===== config.mk =====
export PLATFORM = sky130hd
export DESIGN_NAME = tcp_rx_app_buf_responder
export DESIGN_NICKNAME = d
export VERILOG_FILES = /design/src/rtl/tcp_rx_app_buf_responder_pkg.sv /design/src/rtl/tcp_rx_app_buf_responder_table.sv /design/src/rtl/tcp_rx_app_buf_responder.sv
export SDC_FILE = /design/constraint.sdc
export NUM_CORES = 2
export LEC_CHECK = 0
export CORE_ASPECT_RATIO = 1.4
export CORE_UTILIZATION = 50
export DETAILED_ROUTE_END_ITERATION = 12
export DONT_BUFFER_PORTS = 1
export HOLD_SLACK_MARGIN = 0.06
export PLACE_DENSITY = 0.76
export SYNTH_ARGS = -nofsm -noshare
export SYNTH_HDL_FRONTEND = slang
export SYNTH_SLANG_ARGS = --single-unit
export TNS_END_PERCENT = 100

===== constraint.sdc =====
create_clock -name clk -period 8.5 [get_ports clk]
set_input_delay 1.7 -clock clk [delete_from_list [all_inputs] [get_ports clk]]
set_output_delay 1.7 -clock clk [all_outputs]
set_load 0.01 [all_outputs]

===== src/rtl/tcp_rx_app_buf_responder_pkg.sv =====
// rtl/tcp_rx_app_buf_responder_pkg.sv - NoC flit layouts, ring pointer types and constants for the TCP RX app-pointer responder
package tcp_rx_app_buf_responder_pkg;

    localparam int NOC_DATA_WIDTH    = 256;
    localparam int MAX_FLOWID_W      = 4;
    localparam int MAX_NUM_BUFS      = 8;
    localparam int MAX_PAYLOAD_IDX_W = 3;
    localparam int PTR_W             = MAX_PAYLOAD_IDX_W + 1;
    localparam int TCP_BUF_W         = 48;
    localparam int XY_WIDTH          = 8;
    localparam int FBITS_WIDTH       = 4;
    localparam int MSG_LEN_WIDTH     = 22;
    localparam int MSG_TYPE_WIDTH    = 8;

    localparam logic [FBITS_WIDTH-1:0]    TCP_RX_APP_PTR_IF_FBITS = 4'd5;
    localparam logic [MSG_TYPE_WIDTH-1:0] TCP_MSG_REQ_TYPE        = 8'h40;
    localparam logic [MSG_TYPE_WIDTH-1:0] TCP_MSG_RESP_TYPE       = 8'h41;
    localparam logic [MSG_TYPE_WIDTH-1:0] TCP_ADJUST_IDX_TYPE     = 8'h42;

    typedef logic [PTR_W-1:0] ring_ptr_t;

    typedef enum logic [1:0] {
        ST_READY  = 2'd0,
        ST_LOOKUP = 2'd1,
        ST_RESP   = 2'd2,
        ST_UPDATE = 2'd3
    } resp_state_e;

    typedef struct packed {
        logic [31:0] ptr;
        logic [15:0] len;
    } tcp_buf;

    typedef struct packed {
        ring_ptr_t prod;
        ring_ptr_t hand;
        ring_ptr_t cons;
    } tcp_buf_ring_ptrs;

    typedef struct packed {
        logic [XY_WIDTH-1:0]       dst_x;
        logic [XY_WIDTH-1:0]       dst_y;
        logic [FBITS_WIDTH-1:0]    dst_fbits;
        logic [MSG_LEN_WIDTH-1:0]  msg_len;
        logic [MSG_TYPE_WIDTH-1:0] msg_type;
        logic [XY_WIDTH-1:0]       src_x;
        logic [XY_WIDTH-1:0]       src_y;
        logic [FBITS_WIDTH-1:0]    src_fbits;
    } noc_hdr_core;

    typedef struct packed {
        ring_ptr_t idx;
        tcp_buf    buf_info;
    } tcp_buf_with_idx;

    localparam int CORE_W       = 70;
    localparam int RESP_PAD_W   = NOC_DATA_WIDTH - CORE_W - MAX_FLOWID_W - TCP_BUF_W - PTR_W;
    localparam int ADJUST_PAD_W = NOC_DATA_WIDTH - CORE_W - MAX_FLOWID_W - TCP_BUF_W - PTR_W - 8 - 16;

    // Request and response share this layout; a request leaves buf_info/idx zero.
    typedef struct packed {
        noc_hdr_core             core;
        logic [MAX_FLOWID_W-1:0] flowid;
        tcp_buf                  buf_info;
        ring_ptr_t               idx;
        logic [RESP_PAD_W-1:0]   padding;
    } tcp_noc_hdr_flit;

    typedef struct packed {
        noc_hdr_core             core;
        logic [MAX_FLOWID_W-1:0] flowid;
        tcp_buf_with_idx         prev_buf;
        logic [7:0]              bufs_consumed;
        logic [15:0]             leftover_bytes_consumed;
        logic [ADJUST_PAD_W-1:0] padding;
    } tcp_adjust_idx_flit;

    // Wrap bit makes prod - cons exact for occupancies 0..MAX_NUM_BUFS.
    function automatic logic ring_full(input ring_ptr_t prod, input ring_ptr_t cons);
        ring_ptr_t used;
        used = prod - cons;
        return used == ring_ptr_t'(MAX_NUM_BUFS);
    endfunction

endpackage


===== src/rtl/tcp_rx_app_buf_responder_table.sv =====
// rtl/tcp_rx_app_buf_responder_table.sv - tcp_buf_ring_table: per-flow prod/hand/cons pointers and buffer storage
module tcp_buf_ring_table
    import tcp_rx_app_buf_responder_pkg::*;
#(
    parameter int NUM_FLOWS = 8
) (
    input  logic                    clk,
    input  logic                    rst_n,
    input  logic                    fill_val_i,
    input  logic [MAX_FLOWID_W-1:0] fill_flowid_i,
    input  logic [TCP_BUF_W-1:0]    fill_buf_i,
    output logic                    fill_rdy_o,
    input  logic [MAX_FLOWID_W-1:0] q_flowid_i,
    output logic                    q_flow_ok_o,
    output logic                    q_avail_o,
    output logic [TCP_BUF_W-1:0]    q_buf_o,
    output logic [PTR_W-1:0]        q_hand_o,
    output logic [PTR_W-1:0]        q_cons_o,
    input  logic                    hand_adv_i,
    input  logic                    cons_adv_i
);

    localparam int          FLOW_IDX_W  = (NUM_FLOWS > 1) ? $clog2(NUM_FLOWS) : 1;
    localparam int          FLOW_SLOTS  = 1 << FLOW_IDX_W;
    localparam int          MEM_AW      = FLOW_IDX_W + MAX_PAYLOAD_IDX_W;
    localparam logic [31:0] NUM_FLOWS_U = 32'(NUM_FLOWS);

    tcp_buf_ring_ptrs        ptrs_q [FLOW_SLOTS];
    tcp_buf_ring_ptrs        ptrs_d [FLOW_SLOTS];
    logic [TCP_BUF_W-1:0]    mem_q  [1 << MEM_AW];

    logic [FLOW_IDX_W-1:0]   fill_idx;
    logic [FLOW_IDX_W-1:0]   q_idx;
    logic                    fill_flow_ok;
    logic                    fill_we;
    ring_ptr_t               fill_prod;
    ring_ptr_t               fill_cons;
    ring_ptr_t               q_prod;

    assign fill_idx     = fill_flowid_i[FLOW_IDX_W-1:0];
    assign q_idx        = q_flowid_i[FLOW_IDX_W-1:0];
    assign fill_flow_ok = 32'(fill_flowid_i) < NUM_FLOWS_U;
    assign q_flow_ok_o  = 32'(q_flowid_i) < NUM_FLOWS_U;

    assign fill_prod  = ptrs_q[fill_idx].prod;
    assign fill_cons  = ptrs_q[fill_idx].cons;
    assign fill_rdy_o = fill_flow_ok && !ring_full(fill_prod, fill_cons);
    assign fill_we    = fill_val_i && fill_rdy_o;

    // All reads use registered pointers, so a same-cycle fill or retire is never seen early.
    assign q_prod    = ptrs_q[q_idx].prod;
    assign q_hand_o  = ptrs_q[q_idx].hand;
    assign q_cons_o  = ptrs_q[q_idx].cons;
    assign q_avail_o = q_flow_ok_o && (q_hand_o != q_prod);
    assign q_buf_o   = mem_q[{q_idx, q_hand_o[MAX_PAYLOAD_IDX_W-1:0]}];

    always_comb begin
        ptrs_d = ptrs_q;
        if (fill_we) begin
            ptrs_d[fill_idx].prod = fill_prod + 1'b1;
        end
        if (hand_adv_i && q_flow_ok_o) begin
            ptrs_d[q_idx].hand = q_hand_o + 1'b1;
        end
        if (cons_adv_i && q_flow_ok_o) begin
            ptrs_d[q_idx].cons = q_cons_o + 1'b1;
        end
    end

    always_ff @(posedge clk or negedge rst_n) begin
        if (!rst_n) begin
            for (int i = 0; i < FLOW_SLOTS; i++) begin
                ptrs_q[i] <= '0;
            end
        end else begin
            ptrs_q <= ptrs_d;
        end
    end

    always_ff @(posedge clk) begin
        if (fill_we) begin
            mem_q[{fill_idx, fill_prod[MAX_PAYLOAD_IDX_W-1:0]}] <= fill_buf_i;
        end
    end

endmodule


===== src/rtl/tcp_rx_app_buf_responder.sv =====
// rtl/tcp_rx_app_buf_responder.sv - TCP RX app-pointer NoC responder: request/adjust FSM around a per-flow buffer ring
module tcp_rx_app_buf_responder
    import tcp_rx_app_buf_responder_pkg::*;
#(
    parameter int                  NUM_FLOWS = 8,
    parameter logic [XY_WIDTH-1:0] SRC_X     = '0,
    parameter logic [XY_WIDTH-1:0] SRC_Y     = '0
) (
    input  logic                      clk,
    input  logic                      rst_n,
    input  logic                      noc_resp_in_val,
    input  logic [NOC_DATA_WIDTH-1:0] noc_resp_in_data,
    output logic                      noc_resp_in_rdy,
    output logic                      resp_noc_out_val,
    output logic [NOC_DATA_WIDTH-1:0] resp_noc_out_data,
    input  logic                      resp_noc_out_rdy,
    input  logic                      fill_val,
    input  logic [MAX_FLOWID_W-1:0]   fill_flowid,
    input  logic [TCP_BUF_W-1:0]      fill_buf,
    output logic                      fill_rdy,
    output logic                      adjust_err
);

    localparam logic [31:0] NUM_FLOWS_U = 32'(NUM_FLOWS);

    resp_state_e                 state_q, state_d;
    logic [NOC_DATA_WIDTH-1:0]   flit_q, flit_d;
    logic [NOC_DATA_WIDTH-1:0]   resp_q, resp_d;

    tcp_noc_hdr_flit             in_view;
    tcp_noc_hdr_flit             req_view;
    tcp_adjust_idx_flit          adj_view;
    tcp_noc_hdr_flit             resp_flit;

    logic                        in_hs;
    logic                        in_flow_ok;
    logic                        adj_ok;
    logic                        hand_adv;
    logic                        cons_adv;
    logic                        q_flow_ok;
    logic                        q_avail;
    logic [TCP_BUF_W-1:0]        q_buf;
    logic [PTR_W-1:0]            q_hand;
    logic [PTR_W-1:0]            q_cons;
    logic                        unused_flit_bits;

    assign in_view    = noc_resp_in_data;
    assign req_view   = flit_q;
    assign adj_view   = flit_q;
    assign in_hs      = noc_resp_in_val && (state_q == ST_READY);
    assign in_flow_ok = 32'(in_view.flowid) < NUM_FLOWS_U;

    // Out-of-range flows reach UPDATE only so that the rejection pulse is raised.
    assign adj_ok = q_flow_ok
                 && (adj_view.prev_buf.idx == q_cons)
                 && (adj_view.bufs_consumed == 8'd1)
                 && (adj_view.leftover_bytes_consumed == 16'd0)
                 && (q_cons != q_hand);

    assign unused_flit_bits = ^{in_view, req_view, adj_view};

    tcp_buf_ring_table #(
        .NUM_FLOWS (NUM_FLOWS)
    ) u_ring (
        .clk           (clk),
        .rst_n         (rst_n),
        .fill_val_i    (fill_val),
        .fill_flowid_i (fill_flowid),
        .fill_buf_i    (fill_buf),
        .fill_rdy_o    (fill_rdy),
        .q_flowid_i    (req_view.flowid),
        .q_flow_ok_o   (q_flow_ok),
        .q_avail_o     (q_avail),
        .q_buf_o       (q_buf),
        .q_hand_o      (q_hand),
        .q_cons_o      (q_cons),
        .hand_adv_i    (hand_adv),
        .cons_adv_i    (cons_adv)
    );

    always_ff @(posedge clk or negedge rst_n) begin
        if (!rst_n) begin
            state_q <= ST_READY;
        end else begin
            state_q <= state_d;
        end
    end

    always_comb begin
        state_d = state_q;
        case (state_q)
            ST_READY: begin
                if (in_hs) begin
                    if (in_view.core.msg_type == TCP_MSG_REQ_TYPE && in_flow_ok) begin
                        state_d = ST_LOOKUP;
                    end else if (in_view.core.msg_type == TCP_ADJUST_IDX_TYPE) begin
                        state_d = ST_UPDATE;
                    end
                end
            end
            ST_LOOKUP: state_d = ST_RESP;
            ST_RESP: begin
                if (resp_noc_out_rdy) begin
                    state_d = ST_READY;
                end
            end
            ST_UPDATE: state_d = ST_READY;
            default:   state_d = ST_READY;
        endcase
    end

    always_comb begin
        noc_resp_in_rdy  = (state_q == ST_READY);
        resp_noc_out_val = (state_q == ST_RESP);
        hand_adv         = (state_q == ST_LOOKUP) && q_avail;
        cons_adv         = (state_q == ST_UPDATE) && adj_ok;
        adjust_err       = (state_q == ST_UPDATE) && !adj_ok;
    end

    always_comb begin
        resp_flit                = '0;
        resp_flit.core.dst_x     = req_view.core.src_x;
        resp_flit.core.dst_y     = req_view.core.src_y;
        resp_flit.core.dst_fbits = req_view.core.src_fbits;
        resp_flit.core.src_x     = SRC_X;
        resp_flit.core.src_y     = SRC_Y;
        resp_flit.core.src_fbits = TCP_RX_APP_PTR_IF_FBITS;
        resp_flit.core.msg_type  = TCP_MSG_RESP_TYPE;
        resp_flit.flowid         = req_view.flowid;
        resp_flit.idx            = q_hand;
        // A zero buffer with the current hand index tells the app to retry later.
        resp_flit.buf_info       = q_avail ? tcp_buf'(q_buf) : '0;

        flit_d = in_hs ? noc_resp_in_data : flit_q;
        resp_d = (state_q == ST_LOOKUP) ? resp_flit : resp_q;
    end

    always_ff @(posedge clk or negedge rst_n) begin
        if (!rst_n) begin
            flit_q <= '0;
            resp_q <= '0;
        end else begin
            flit_q <= flit_d;
            resp_q <= resp_d;
        end
    end

    assign resp_noc_out_data = resp_q;

endmodule


==> results list <==
* Run status: complete, no violations
* Worst slew margin relative to its limit: 4.43%
* Final count of negative-setup-slack endpoints: 0
* Count of flip-flops with a built-in enable after synthesis: 3,072
- The final max-slew violation count is 0.
- Crit. End Element: primary output
- Clock period minus worst slack: 6610 ps
- Of all nets on the critical path, the largest fanout is 27.
* Final hold violation count: 0
- Number of different library cells in the post-synthesis netlist: 74
- Layout net count: 9,968
- The first global-routing pass estimated 549,000 µm of wire.
* Core outline area: 262,000 µm²
* Via count of the first global-routing pass: 82,341
- Excluding fillers, the count of instances in the completed layout stands at 13,356.
- Across the VDD grid, the largest voltage drop is 0.395 mV.
* Synthesized area per cell: 13.5 µm²
- In this run the power density over the cells is 307 nW/µm².
* Leading post-synthesis cells by cell area: sky130_fd_sc_hd__edfxtp_1 70%, sky130_fd_sc_hd__nand2_1 7.7%, sky130_fd_sc_hd__dfrtp_1 4.3%
- The count of buffers added on input and output ports is 0.
* Type of element launching the critical path: flop
- Entering global routing, the biggest net connects 228 pins.
- Number of placed I/O pins: 573
* Multi-input gate area: 31,100 µm²
- Counting every sink on the clock net gives 3,299.
- Including well taps, the total number of placed cells is 12,820.
- Post-route DRC violation count: 0
* Effective utilization at floorplan: 50.4%
- Inserted Clock Buffers: 299
- Class of the tightest hold or removal check: flop to flop
- For this design, the CTS-stage hold fixing added 0 buffers.
- The floorplan step set the die height to 610 µm.
* CTS Root Buffer Type: sky130_fd_sc_hd__clkbuf_16
- The HPWL after detailed placement is 220,000 µm.
- Sum of routed wire length over all layers: 383,000 µm
* Achievable frequency: 151 MHz
* Final routed wire length divided by cell count: 28.7 µm
* Data arrival time of the worst path: 4910 ps
- Clock buffer depth: 4
* Setup Buffers After CTS: 0
- Post-synth top area cell: sky130_fd_sc_hd__edfxtp_1
* Yosys warnings: 0
- The initial antenna violation count is 18.
- After clock tree synthesis, the clock-pin slew on the worst setup and hold paths is 60 ps.
* RSZ-0062 raised after global routing: no
* Type of the setup path with the least slack: flop to primary output
- Grt ovf: 0
- After detailed routing, the number of vias per cell comes to 6.40.
- Detailed routing inserted a total of 85,465 vias.
- Fraction of final layout cells sized beyond drive strength 1: 8.98%
* Global-route usage over all layers: 28.1%
- The floorplan has 222 rows.
* Register bit total from synthesis: 3,299
- In the synthesized netlist the async set-or-reset flop fraction comes to 6.88%.
- H-Tree Depth: 5
* Clock tree from TritonCTS: built
- The die is 436 µm wide.
- In this run the static leakage power is 49.4 nW.
- Registers take 97,900 µm².
- WP data required: 6800 ps
- Fillers: 19,765
- Across all register-to-register paths, the minimum setup slack is 2480 ps.
- Worst-margin pin slew: 1430 ps
* Cells after Synth: 9,800
- The detailed router finished its first iteration with 12,182 violations.
- Die area: 266,000 µm²
- Layout overhead on the synthesized area: 10.0%
* Iteration count of the initial detailed-routing pass: 7
- Gates resized, CTS repair: 0
- Final cycle utilization of the critical path: 77.7%
* Fraction of post-synthesis cell area in the top cell type by area: 69.9%
* Maxcap violations: 0
- For this run, the register share of the synthesized area comes to 74.2%.
* Antenna violation net count after detailed routing: 0
- In this run the cell area of the synthesized design comes to 132,000 µm².
- Routability-driven placement finished with a final weighted congestion of 0.906.
- Clock latency on the worst-skew pair, taken at its later pin, is 910 ps.
- Most used DFF post-synth: sky130_fd_sc_hd__edfxtp_1
* Setup clock skew after layout: 50.4 ps
- For the final routed database, the setup TNS stands at 0 ps.
==> flip-flops by register name, summed over array words and instances, names as in the netlist <==
signal and count:
u_ring.ptrs_q 96, state_q 2, u_ring.mem_q 3072, adj_view 52, resp_noc_out_data 77
==> cell usage after synthesis (all sizes together), types with 9 or more instances <==
master,instances
a221oi,28
o221ai,37
a32o,20
o22a,14
or3,10
a22oi,34
nor3,17
a32oi,28
and3,448
a311oi,103
o21ai,80
edfxtp,3072
xnor2,18
nand2,2716
nand2b,15
a21oi,151
mux2i,95
clkbuf,292
o22ai,93
o211ai,33
nand3,510
o31ai,16
dfrtp,227
buf,539
nor4,48
a211oi,215
nand4,85
nor2b,13
nor2,152
inv,9
mux2,148
a221o,13
a31oi,423
==> metal layers <==
layer / track usage (%) / wire length (µm) / vias to the layer above
li1: - / - / 35814
met3: 6.32 / 46300 / 1272
met4: 19.2 / 29300 / 16
met5: 0 / 104 / -
met1: 33.8 / 126000 / 42032
met2: 45.1 / 181000 / 6331
==> per-stage QoR <==
stage               hold WS (ps)  setup slack (ps)  total power, mW  util [%]  instance area, µm²
detailed placement           465              1590             31.0      51.8              136000
global route                 508              1740             45.8      55.5              145000
global placement             458              1530             30.7      51.8              136000
CTS                          478              1970             44.3      55.5              145000
finish                       491              1890             44.5      55.5              145000
floorplan                    442               895             26.4         -              133000
==> critical path, stage by stage (launching register included) <==
cell	delay [ps]
sky130_fd_sc_hd__dfrtp_2	900
sky130_fd_sc_hd__buf_4	460
sky130_fd_sc_hd__inv_1	670
sky130_fd_sc_hd__a221o_1	560
sky130_fd_sc_hd__a22oi_1	330
sky130_fd_sc_hd__buf_4	260
sky130_fd_sc_hd__xnor2_1	130
sky130_fd_sc_hd__nand4_1	160
sky130_fd_sc_hd__a31oi_1	510
==> report_power, final <==
group	leakage, nW	internal [mW]	total [mW]	switching [mW]
combinational	14.2	3.37	12.2	8.82
sequential	30.5	18.2	18.8	0.591
clock	4.68	7.61	13.5	5.93
total	49.4	29.2	44.5	15.3
==> final timing paths <==
path	to	cells past startpoint	startpoint
worst min-delay path	u_ring.ptrs_q[28]	2	u_ring.ptrs_q[28]
worst max-delay path	adjust_err	8	adj_view[183]
worst max register to register	resp_noc_out_data[178]	11	adj_view[184]
max in group asynchronous	resp_noc_out_data[130]	0	rst_n
min in group asynchronous	resp_noc_out_data[236]	0	rst_n
worst min register to register	u_ring.ptrs_q[28]	2	u_ring.ptrs_q[28]
==> cell usage in the layout, fill, tap and decap left out, types with 37 or more instances in the layout <==
master,instances
sky130_fd_sc_hd__edfxtp_1,3072
sky130_fd_sc_hd__nand2_1,2715
sky130_fd_sc_hd__nand3_1,510
sky130_fd_sc_hd__and3_1,448
sky130_fd_sc_hd__a31oi_1,423
sky130_fd_sc_hd__clkbuf_16,309
sky130_fd_sc_hd__dfrtp_1,224
sky130_fd_sc_hd__a211oi_1,215
sky130_fd_sc_hd__conb_1,176
sky130_fd_sc_hd__buf_4,161
sky130_fd_sc_hd__a21oi_1,151
sky130_fd_sc_hd__mux2_2,148
sky130_fd_sc_hd__a311oi_1,102
sky130_fd_sc_hd__mux2i_1,94
sky130_fd_sc_hd__o22ai_1,93
sky130_fd_sc_hd__nand4_1,85
sky130_fd_sc_hd__nor2_1,81
sky130_fd_sc_hd__o21ai_0,80
sky130_fd_sc_hd__nor2_4,68
sky130_fd_sc_hd__clkbuf_1,59
sky130_fd_sc_hd__clkinv_1,53
sky130_fd_sc_hd__nor4_1,43
sky130_fd_sc_hd__buf_12,43
sky130_fd_sc_hd__clkinv_2,39
sky130_fd_sc_hd__o221ai_1,37
==> layout make-up <==
class | count | area share [%]
flip-flops and latches | 3299 | 67.5
multi-input cells | 5835 | 21.4
clock buffers | 376 | 5.56
well taps | 3472 | 2.99
repair buffers | 204 | 1.43
clock inverters | 156 | 1.09
inverters | 10 | 0.0362
diodes | 4 | 0.00690
==> cell families after synthesis <==
| family | count (synthesis) | synth area share, % |
|---|---|---|
| AO/OA/AOI/OAI | 1335 | 6.98 |
| buffers and inverters | 841 | 3.18 |
| AND/OR/NAND/NOR | 4046 | 13.3 |
| XOR/XNOR | 21 | 0.139 |
| adder cells (fa/ha/maj) | 6 | 0.0569 |
| multiplexers | 251 | 2.13 |
| other | 1 | 0.00284 |
| flip-flops | 3299 | 74.2 |
Note: power is estimated with default switching activity, not from simulation.
